<file path="config.mk">
export PLATFORM = sky130hd
export DESIGN_NAME = trace_capture_buffer_flat
export DESIGN_NICKNAME = d
export VERILOG_FILES = /design/src/rtl/trace_capture_buffer_if.sv /design/src/rtl/trace_capture_buffer.sv /design/src/flat_wrapper.sv
export SDC_FILE = /design/constraint.sdc
export NUM_CORES = 2
export LEC_CHECK = 0
export ABC_AREA = 1
export BUFFER_PORTS_ARGS = -buffer_cell sky130_fd_sc_hd__buf_2
export CAP_MARGIN = 20
export CORE_AREA = 10 10 337 339
export DETAILED_ROUTE_END_ITERATION = 7
export DIE_AREA = 0 0 347 349
export PLACE_DENSITY = 0.7
export SKIP_LAST_GASP = 1
export SLEW_MARGIN = 25
export SYNTH_ARGS = -nofsm -noshare
export SYNTH_HDL_FRONTEND = slang
export SYNTH_SLANG_ARGS = --single-unit
</file>
<file path="constraint.sdc">
create_clock -name clk -period 10.9 [get_ports clk]
set_input_delay 1.09 -clock clk [delete_from_list [all_inputs] [get_ports clk]]
set_output_delay 1.09 -clock clk [all_outputs]
set_load 0.02 [all_outputs]
</file>
<file path="src/rtl/trace_capture_buffer_if.sv">
// Readout stream of the trace capture buffer: a valid/ready handshake that
// carries one packed {pc, ir, st} entry per transfer, with a last-entry flag.
interface trace_capture_buffer_if #(
   parameter int DW = 68
);
   logic          rd_valid;
   logic          rd_ready;
   logic [DW-1:0] rd_data;
   logic          rd_last;

   // The buffer drives the stream; the consumer returns ready.
   modport master (
      output rd_valid,
      output rd_data,
      output rd_last,
      input  rd_ready
   );

   modport slave (
      input  rd_valid,
      input  rd_data,
      input  rd_last,
      output rd_ready
   );
endinterface

</file>
<file path="src/rtl/trace_capture_buffer.sv">
// Execution-trace recorder for the multi-cycle RISC-V core.
// While armed it records {pc, ir, st} samples into a circular buffer. A PC
// match or a forced trigger starts a programmable post-trigger window, after
// which the buffer freezes. The frozen window is streamed out oldest-first
// over the valid/ready read port and can be replayed as often as needed.
module trace_capture_buffer #(
   parameter int  PC_W  = 32,
   parameter int  IR_W  = 32,
   parameter int  ST_W  = 4,
   parameter int  DEPTH = 16,
   localparam int AW    = $clog2(DEPTH),
   localparam int DW    = PC_W + IR_W + ST_W
) (
   input  logic                   clk,
   input  logic                   reset,
   input  logic                   arm,
   input  logic                   sample_valid,
   input  logic [PC_W-1:0]        pc,
   input  logic [IR_W-1:0]        ir,
   input  logic [ST_W-1:0]        st,
   input  logic                   trig_en,
   input  logic [PC_W-1:0]        trig_pc,
   input  logic                   force_trig,
   input  logic [AW-1:0]          post_count,
   input  logic                   rd_start,
   trace_capture_buffer_if.master rd,
   output logic                   busy,
   output logic                   triggered,
   output logic                   done,
   output logic [AW:0]            count
);

   typedef enum logic [2:0] {
      S_IDLE,
      S_ARMED,
      S_POST,
      S_DONE,
      S_READ
   } state_t;

   localparam logic [AW:0]   C_FULL    = (AW + 1)'(DEPTH);
   localparam logic [AW:0]   C_CNT_ONE = (AW + 1)'(1);
   localparam logic [AW-1:0] C_REM_ONE = AW'(1);

   // Trace storage
   logic [DW-1:0] r_mem [DEPTH];

   // Control state
   state_t        r_state;
   logic [AW-1:0] r_wr_ptr;
   logic [AW:0]   r_count;
   logic [AW-1:0] r_remaining;
   logic          r_triggered;
   logic          r_busy;
   logic          r_done;

   // Readout state
   logic [AW-1:0] r_rd_ptr;
   logic [AW:0]   r_rd_left;
   logic          r_rd_valid;
   logic          r_rd_last;
   logic [DW-1:0] r_rd_data;

   // Combinational helpers
   logic [DW-1:0] w_sample;
   logic          w_capture;
   logic          w_wr_en;
   logic          w_trig_hit;
   logic [AW-1:0] w_oldest;

   assign w_sample   = {pc, ir, st};
   assign w_capture  = (r_state == S_ARMED) || (r_state == S_POST);
   // arm wins over a coincident sample, so the fresh capture starts empty.
   assign w_wr_en    = sample_valid && w_capture && !arm;
   assign w_trig_hit = sample_valid && (force_trig || (trig_en && (pc == trig_pc)));
   // Once the buffer has wrapped, the slot about to be overwritten is the oldest.
   assign w_oldest   = (r_count == C_FULL) ? r_wr_ptr : '0;

   // Sample storage write port.
   // NOTE: the trace RAM has no reset; its contents are only ever read within
   // the first count entries, which are always written before being read.
   always_ff @(posedge clk) begin
      if (w_wr_en) begin
         r_mem[r_wr_ptr] <= w_sample;
      end
   end

   // Write pointer and saturating fill count; both restart on every arm.
   // NOTE: sequential state uses non-blocking assignments so every register
   // samples the pre-edge values regardless of statement order.
   always_ff @(posedge clk or negedge reset) begin
      if (!reset) begin
         r_wr_ptr <= '0;
         r_count  <= '0;
      end else if (arm) begin
         r_wr_ptr <= '0;
         r_count  <= '0;
      end else if (w_wr_en) begin
         r_wr_ptr <= r_wr_ptr + 1'b1;
         if (r_count != C_FULL) begin
            r_count <= r_count + 1'b1;
         end
      end
   end

   // Capture/readout FSM with registered status and read-port outputs.
   always_ff @(posedge clk or negedge reset) begin
      if (!reset) begin
         r_state     <= S_IDLE;
         r_remaining <= '0;
         r_triggered <= 1'b0;
         r_busy      <= 1'b0;
         r_done      <= 1'b0;
         r_rd_ptr    <= '0;
         r_rd_left   <= '0;
         r_rd_valid  <= 1'b0;
         r_rd_last   <= 1'b0;
         r_rd_data   <= '0;
      end else if (arm) begin
         // Re-arm from any state, aborting a readout in progress.
         r_state     <= S_ARMED;
         r_remaining <= post_count;
         r_triggered <= 1'b0;
         r_busy      <= 1'b1;
         r_done      <= 1'b0;
         r_rd_valid  <= 1'b0;
         r_rd_last   <= 1'b0;
      end else begin
         case (r_state)
            S_IDLE: begin
               // Waiting for arm; samples and rd_start are ignored.
            end

            S_ARMED: begin
               if (w_trig_hit) begin
                  r_triggered <= 1'b1;
                  if (r_remaining == '0) begin
                     r_state <= S_DONE;
                     r_busy  <= 1'b0;
                     r_done  <= 1'b1;
                  end else begin
                     r_state <= S_POST;
                  end
               end
            end

            S_POST: begin
               if (sample_valid) begin
                  r_remaining <= r_remaining - 1'b1;
                  if (r_remaining == C_REM_ONE) begin
                     r_state <= S_DONE;
                     r_busy  <= 1'b0;
                     r_done  <= 1'b1;
                  end
               end
            end

            S_DONE: begin
               // Present the oldest entry immediately; count is at least 1 here.
               if (rd_start) begin
                  r_state    <= S_READ;
                  r_done     <= 1'b0;
                  r_rd_valid <= 1'b1;
                  r_rd_data  <= r_mem[w_oldest];
                  r_rd_ptr   <= w_oldest + 1'b1;
                  r_rd_left  <= r_count - 1'b1;
                  r_rd_last  <= (r_count == C_CNT_ONE);
               end
            end

            S_READ: begin
               // Advance one entry per accepted transfer; hold while stalled.
               if (r_rd_valid && rd.rd_ready) begin
                  if (r_rd_last) begin
                     r_state    <= S_DONE;
                     r_done     <= 1'b1;
                     r_rd_valid <= 1'b0;
                     r_rd_last  <= 1'b0;
                  end else begin
                     r_rd_data <= r_mem[r_rd_ptr];
                     r_rd_ptr  <= r_rd_ptr + 1'b1;
                     r_rd_left <= r_rd_left - 1'b1;
                     r_rd_last <= (r_rd_left == C_CNT_ONE);
                  end
               end
            end

            default: begin
               r_state <= S_IDLE;
               r_busy  <= 1'b0;
               r_done  <= 1'b0;
            end
         endcase
      end
   end

   assign rd.rd_valid = r_rd_valid;
   assign rd.rd_data  = r_rd_data;
   assign rd.rd_last  = r_rd_last;
   assign busy        = r_busy;
   assign triggered   = r_triggered;
   assign done        = r_done;
   assign count       = r_count;

endmodule

</file>
<file path="src/flat_wrapper.sv">
// flat-port wrapper written by rule: the top's interface ports become plain ports
module trace_capture_buffer_flat 
#(
   parameter int  PC_W  = 32,
   parameter int  IR_W  = 32,
   parameter int  ST_W  = 4,
   parameter int  DEPTH = 16,
   localparam int AW    = $clog2(DEPTH),
   localparam int DW    = PC_W + IR_W + ST_W
)
  (clk, reset, arm, sample_valid, pc, ir, st, trig_en, trig_pc, force_trig, post_count, rd_start, busy, triggered, done, count, rd_rd_valid, rd_rd_data, rd_rd_last, rd_rd_ready);
  trace_capture_buffer_if #(.DW((PC_W + IR_W + ST_W))) rd_i ();
  input  logic clk;
  input  logic reset;
  input  logic arm;
  input  logic sample_valid;
  input  logic [PC_W-1:0] pc;
  input  logic [IR_W-1:0] ir;
  input  logic [ST_W-1:0] st;
  input  logic trig_en;
  input  logic [PC_W-1:0] trig_pc;
  input  logic force_trig;
  input  logic [AW-1:0] post_count;
  input  logic rd_start;
  output logic busy;
  output logic triggered;
  output logic done;
  output logic [AW:0] count;
  output wire logic [$bits(rd_i.rd_valid)-1:0] rd_rd_valid;
  output wire logic [$bits(rd_i.rd_data)-1:0] rd_rd_data;
  output wire logic [$bits(rd_i.rd_last)-1:0] rd_rd_last;
  input wire logic [$bits(rd_i.rd_ready)-1:0] rd_rd_ready;
  assign rd_rd_valid = rd_i.rd_valid;
  assign rd_rd_data = rd_i.rd_data;
  assign rd_rd_last = rd_i.rd_last;
  assign rd_i.rd_ready = rd_rd_ready;
  trace_capture_buffer #(.PC_W(PC_W), .IR_W(IR_W), .ST_W(ST_W), .DEPTH(DEPTH)) u_core (.clk(clk), .reset(reset), .arm(arm), .sample_valid(sample_valid), .pc(pc), .ir(ir), .st(st), .trig_en(trig_en), .trig_pc(trig_pc), .force_trig(force_trig), .post_count(post_count), .rd_start(rd_start), .rd(rd_i), .busy(busy), .triggered(triggered), .done(done), .count(count));
endmodule
</file>
; ---- Yosys cells after proc, flatten, opt, wreduce, memory -nomap -nowiden
; Memories as Yosys holds them, arrays and structs flattened.
; Index checks and enable logic that the tools add are counted.
[totals]
reg_bits = 98
ram_bits = 1088
output_inout_bits = 78
n_memories = 1
[op_classes]
add_sub_neg = 7
eq_ne = 22
n_mux = 60
bitwise = 1
n_reduce_logical = 28
[memory_table]
columns = name, words, width, rd, rd_ports_with_merged_regs, wr, line_no
row1 = u_core.r_mem, 16, 68, 2, 0, 1, trace_capture_buffer.sv:46  ; logic [DW-1:0] r_mem [DEPTH];
[ops]
columns = op, n
row1 = $mux W68, 3
row2 = $pmux W68 S2, 1
row3 = $mux W4, 9
row4 = $eq A32 B32 Y1, 1
row5 = $mux W5, 6
row6 = $mux W1, 27
row7 = $mux W3, 7
row8 = $pmux W3 S5, 1
row9 = $reduce_bool A2 Y1, 7
row10 = $add A4 B1 Y4 const B, 3
row11 = $ne A3 B3 Y1 const B, 4
row12 = $eq A5 B1 Y1 const B, 2
row13 = $pmux W5 S2, 1
row14 = $reduce_and A5 Y1, 2
row15 = $sub A5 B1 Y5 const B, 2
row16 = $ne A3 B2 Y1 const B, 3
row17 = $pmux W4 S2, 1
row18 = $reduce_and A8 Y1, 1
row19 = $reduce_and A7 Y1, 1
row20 = $eq A3 B2 Y1 const B, 2
row21 = $ne A2 B2 Y1 const B, 3
row22 = $reduce_and A2 Y1, 3
row23 = $add A5 B1 Y5 const B, 1
row24 = $eq A5 B5 Y1 const B, 1
row25 = 19 further kinds, 26

; ---- Logic depth before layout (Yosys ltp)
[logic_depth]
depth_word = 7
mapped_depth = 17
ltp_nobuf = 15

; ---- Least setup slack after synthesis
; No wires, ideal clock.
[synth_timing]
path_type = input -> register
start = input arm
end = memory u_core.r_mem[8][0], enable pin
setup_ns = 0.577
arrival_time_ns = 6.193
slack_ns = 4.130
stages = 4
n_path_buf = 1
path_cell_list = clkbuf_1 > clkinv_1 > nand3_1 > nor3_1
[synth_between]
elab_chain_cells = 4
[synth_rtl]
columns = item, line_no
row1 = from (decl), flat_wrapper.sv:15  ; input logic arm;
row2 = $logic_not A1 Y1, trace_capture_buffer.sv:74  ; assign w_wr_en = sample_valid && w_capture && !arm;
row3 = $logic_and A1 B1 Y1, trace_capture_buffer.sv:74
row4 = $mux W1, trace_capture_buffer.sv:83  ; if (w_wr_en) begin
row5 = $mux W1 (not written as such), trace_capture_buffer.sv:84  ; r_mem[r_wr_ptr] <= w_sample;
row6 = to (decl), trace_capture_buffer.sv:46
; Every way passes these cells.

; ---- Worst setup path in the final report
[layout_timing]
start = register u_core.r_wr_ptr[0]
end = register u_core.r_rd_data[63] (netlist: u_core.rd.rd_data[63])
[layout_between]
elab_chain_cells = 4
[layout_rtl]
columns = item, line_no
row1 = from (decl), trace_capture_buffer.sv:50  ; logic [AW-1:0] r_wr_ptr;
row2 = from (signal assigned), trace_capture_buffer.sv:99  ; r_wr_ptr <= r_wr_ptr + 1'b1;
row3 = $mux W4, trace_capture_buffer.sv:77  ; assign w_oldest = (r_count == C_FULL) ? r_wr_ptr : '0;
row4 = $mem_v2 Z16 W68, -
row5 = $mux W68, trace_capture_buffer.sv:160  ; if (rd_start) begin
row6 = $pmux W68 S2, trace_capture_buffer.sv:129  ; case (r_state)
row7 = to (signal assigned), trace_capture_buffer.sv:164  ; r_rd_data <= r_mem[w_oldest];
row8 = to (signal assigned), trace_capture_buffer.sv:180  ; r_rd_data <= r_mem[r_rd_ptr];
row9 = to (decl), trace_capture_buffer.sv:62  ; logic [DW-1:0] r_rd_data;
; Every way passes these cells. The select of a mux whose other input is x is not followed.
; A chain may end at the register's enable or synchronous reset.

==> metrics.md <==
| Metric | Value |
|---|---|
| CTS buffer count | 121 |
| Worst-Margin Slew | 1.30 ns |
| R2r setup slk | 5.98 ns |
| Hold Path Class | primary input to asynchronous set/reset pin |
| Clk Latency, worst-skew pair | 0.75 ns |
| Rows | 120 |
| Avg Inst Size Synth | 9.63 um^2 |
| Drt drc | 0 |
| Minimum clock period | 4.92 ns |
| Syn_nets | 6160 |
| Fmax | 203 MHz |
| Post-route clock period utilization | 45.1% |
| Vias in the first global route | 45.6k |
| RSZ-0062 raised after global routing | no |
| Initial Util | 54.5% |
| Synth area leaders | edfxtp_1, o21ai_0, nand2_1 |
| Drt total wl | 188000 um |
| Hold WS | 0.396 ns |
| Fraction of registers with async set/reset | 8.26% |
| # clock sinks | 1186 |
| CP startpoint kind | register |
| Post-synth EDFFs | 1088 |
| # setup viols final | 0 |
| Rel. slew slack | 13.4% |
| Remaining antenna violation count after routing | 0 |
| Synth Cell Area | 0.0581 mm^2 |
| Area share of the leading cell type in the synthesized netlist | 56.2% |
| Layout Utilization | 59.9% |
| Largest net degree at the start of global routing | 232 |
| CP Data Required Time | 11.56 ns |
| Critical path arrival | 5.58 ns |
| H-tree depth | 3 |
| Chip height | 349 um |
| Cell accounting for the most synthesized area | edfxtp_1 |
| FF-to-FF End | u_core.rd.rd_data[63]$_DFFE_PN0P_ |
| Pleak | 23.5 nW |
| Max Cap Viol | 0 |
| Setup Total Neg Slack | 0 ns |
| R2R depth | 13 |
| Yosys reg bits | 1186 |
| Synth Instances | 6035 |
| Hpwl dp | 91600 um |
| Initial antenna violation count | 17 |
| Setup CP Type | register to register |
| Detailed Routing Iterations Pass 1 | 8 |
| Yosys cell types | 38 |
| Outcome | finished clean |
| Power Total | 13.7 mW |
| Core Area | 0.107 mm^2 |
| RePlAce Congestion | 0.831 |
| CP Max Fanout | 97 |
| Iter 0 DRT Violations | 6756 |
| Layout Area Growth over Synthesis | 9.94% |
| Total gr overflow | 0 |
| IO Pins | 190 |
| Synth warnings | 0 |
| Die X-Extent | 347 um |
| Cells resized by post-CTS repair | 0 |
| TritonCTS clock tree | yes |
| Clock Tree Buf Depth | 3 |
| Final Non-Filler Cells | 7470 |
| Vias | 48.2k |
| Clk Tree Root Cell | clkbuf_16 |
| Hold_buf cts | 0 |
| Clock skew | 0.0352 ns |
| Crit Reg-Reg Startpoint | u_core.r_wr_ptr[0]$_DFFE_PN0P_ |
| Final net count | 6078 |
| Pins Over Slew Limit | 0 |
| Port buffer count | 189 |
| Pwr Density | 215 mW/mm^2 |
| Global-route total usage across every layer | 30.0% |
| WL/cell | 25.1 um |
| Final Hold Vio Count | 0 |
| Seq/Total Area, Yosys | 60.4% |
| Peak supply drop | 0.213 mV |
| Setup crit end kind | register |
| Die footprint | 0.121 mm^2 |
| Number of post-CTS setup repair buffers | 0 |
| Main synth FF type | edfxtp_1 |
| Via-per-instance ratio | 6.45 |
| Clock transition at path regs | 0.07 ns |
| Layout cells sized above 1 | 9.42% |
| First-pass GRT wire length | 280000 um |
| Placed insts | 7231 |
## through the flow
step / worst slack, ns / cell area (um^2)
floorplan: 4.13 / 58100
global placement: 6.12 / 59600
detailed placement: 6.06 / 59600
CTS: 6.03 / 63800
global route: 5.74 / 63900
finish: 5.98 / 63900
## layer usage
| metal | global-route usage (%) | routed length, um | share of wire [%] | vias to the layer above |
|---|---|---|---|---|
| met2 | 48.1 | 85800 | 46 | 3324 |
| met4 | 11.6 | 6720 | 3.6 | 18 |
| li1 | - | - | - | 21300 |
| met5 | 0 | 123 | 0.065 | - |
| met1 | 40.1 | 71700 | 38 | 23000 |
| met3 | 5.92 | 23400 | 12 | 513 |
## where the power goes
part	leakage (nW)	switching, mW	internal [mW]	total, mW
Sequential	11.0	0.295	5.16	5.46
Combinational	10.4	2.79	1.07	3.86
Clock	2.08	1.80	2.61	4.40
## synth_stat cells, types with 11 or more instances
| library cell | number |
|---|---|
| nand3_1 | 365 |
| o22ai_1 | 22 |
| dfrtp_1 | 98 |
| buf_1 | 38 |
| or2_2 | 70 |
| nand4_1 | 65 |
| o221ai_1 | 199 |
| inv_1 | 388 |
| buf_2 | 149 |
| a211oi_1 | 46 |
| o21ai_0 | 979 |
| a21oi_1 | 209 |
| nor3_1 | 17 |
| o211ai_1 | 120 |
| o21ai_1 | 204 |
| buf_4 | 11 |
| edfxtp_1 | 1088 |
| ha_1 | 13 |
| nor2_1 | 755 |
| nand2_1 | 883 |
| clkbuf_1 | 269 |
## area by class of cell
class | instances | area, um^2
clock buffers | 159 | 3340
well taps | 1403 | 1760
fillers | 8717 | 42700
repair buffers | 269 | 1650
multi-input cells | 3981 | 19600
inverters | 394 | 1530
flip-flops and latches | 1186 | 35100
diodes | 5 | 12.5
clock inverters | 73 | 883
## state kept, by name (all words and copies together), names as in the netlist
register / flops
u_core.r_rd_left: 5
u_core.r_mem: 1088
u_core.r_wr_ptr: 4
u_core.triggered: 1
u_core.rd.rd_data: 68
u_core.rd.rd_valid: 1
u_core.busy: 1
u_core.count: 5
u_core.r_rd_ptr: 4
u_core.rd.rd_last: 1
u_core.r_remaining: 4
u_core.done: 1
u_core.r_state: 3
## worst max-delay path, cell delays in order, from the launching register on
cell	delay, ns
dfrtp_4	0.83
buf_4	0.57
nand2_8	0.55
buf_16	0.38
buf_4	0.87
buf_4	0.72
nor2_1	0.09
nor2_1	0.12
o21ai_1	0.09
nand2_1	0.10
nand2_1	0.05
nand3_1	0.14
nand4_1	0.10
nand2_1	0.10
## worst max path at each step
stage	startpoint	to	slack (ns)	depth (start not counted)
after floorplan	arm	u_core.r_mem[8][0]$_DFFE_PP_	4.13	4
after global placement	u_core.r_wr_ptr[0]$_DFFE_PN0P_	u_core.rd.rd_data[58]$_DFFE_PN0P_	6.12	12
after detailed placement	u_core.r_wr_ptr[0]$_DFFE_PN0P_	u_core.rd.rd_data[61]$_DFFE_PN0P_	6.06	12
after CTS	u_core.r_wr_ptr[0]$_DFFE_PN0P_	u_core.rd.rd_data[61]$_DFFE_PN0P_	6.03	12
after global routing	u_core.r_wr_ptr[0]$_DFFE_PN0P_	u_core.rd.rd_data[65]$_DFFE_PN0P_	5.74	13
final	u_core.r_wr_ptr[0]$_DFFE_PN0P_	u_core.rd.rd_data[63]$_DFFE_PN0P_	5.98	13
## layout by cell type, fill, tap and decap left out, drive strengths merged
cell type	n
diode	5
dfrtp	98
o31ai	1
clkinvlp	4
edfxtp	1088
buf	269
o221ai	199
clkinv	45
nor2	761
a21oi	209
a221oi	1
o21ai	1183
nand3	365
nor3b	2
or2	70
nor3	17
o21a	1
nand3b	2
bufinv	19
nand4	65
inv	399
clkbuf	159
o22ai	22
o211ai	120
a211oi	46
nand2	885
a311oi	1
xnor2	9
xor2	9
ha	13
## cell families after synthesis
logic type | count (synthesis) | share of synthesized area (%)
buffers and inverters | 868 | 6.09
and+or+nand+nor | 2167 | 15.5
DFF | 1186 | 60.4
xor gates and xnor gates | 18 | 0.271
adders and majority gates | 13 | 0.280
AOI/OAI and AO/OA | 1783 | 17.4
Power figures use the tool's default switching activity.
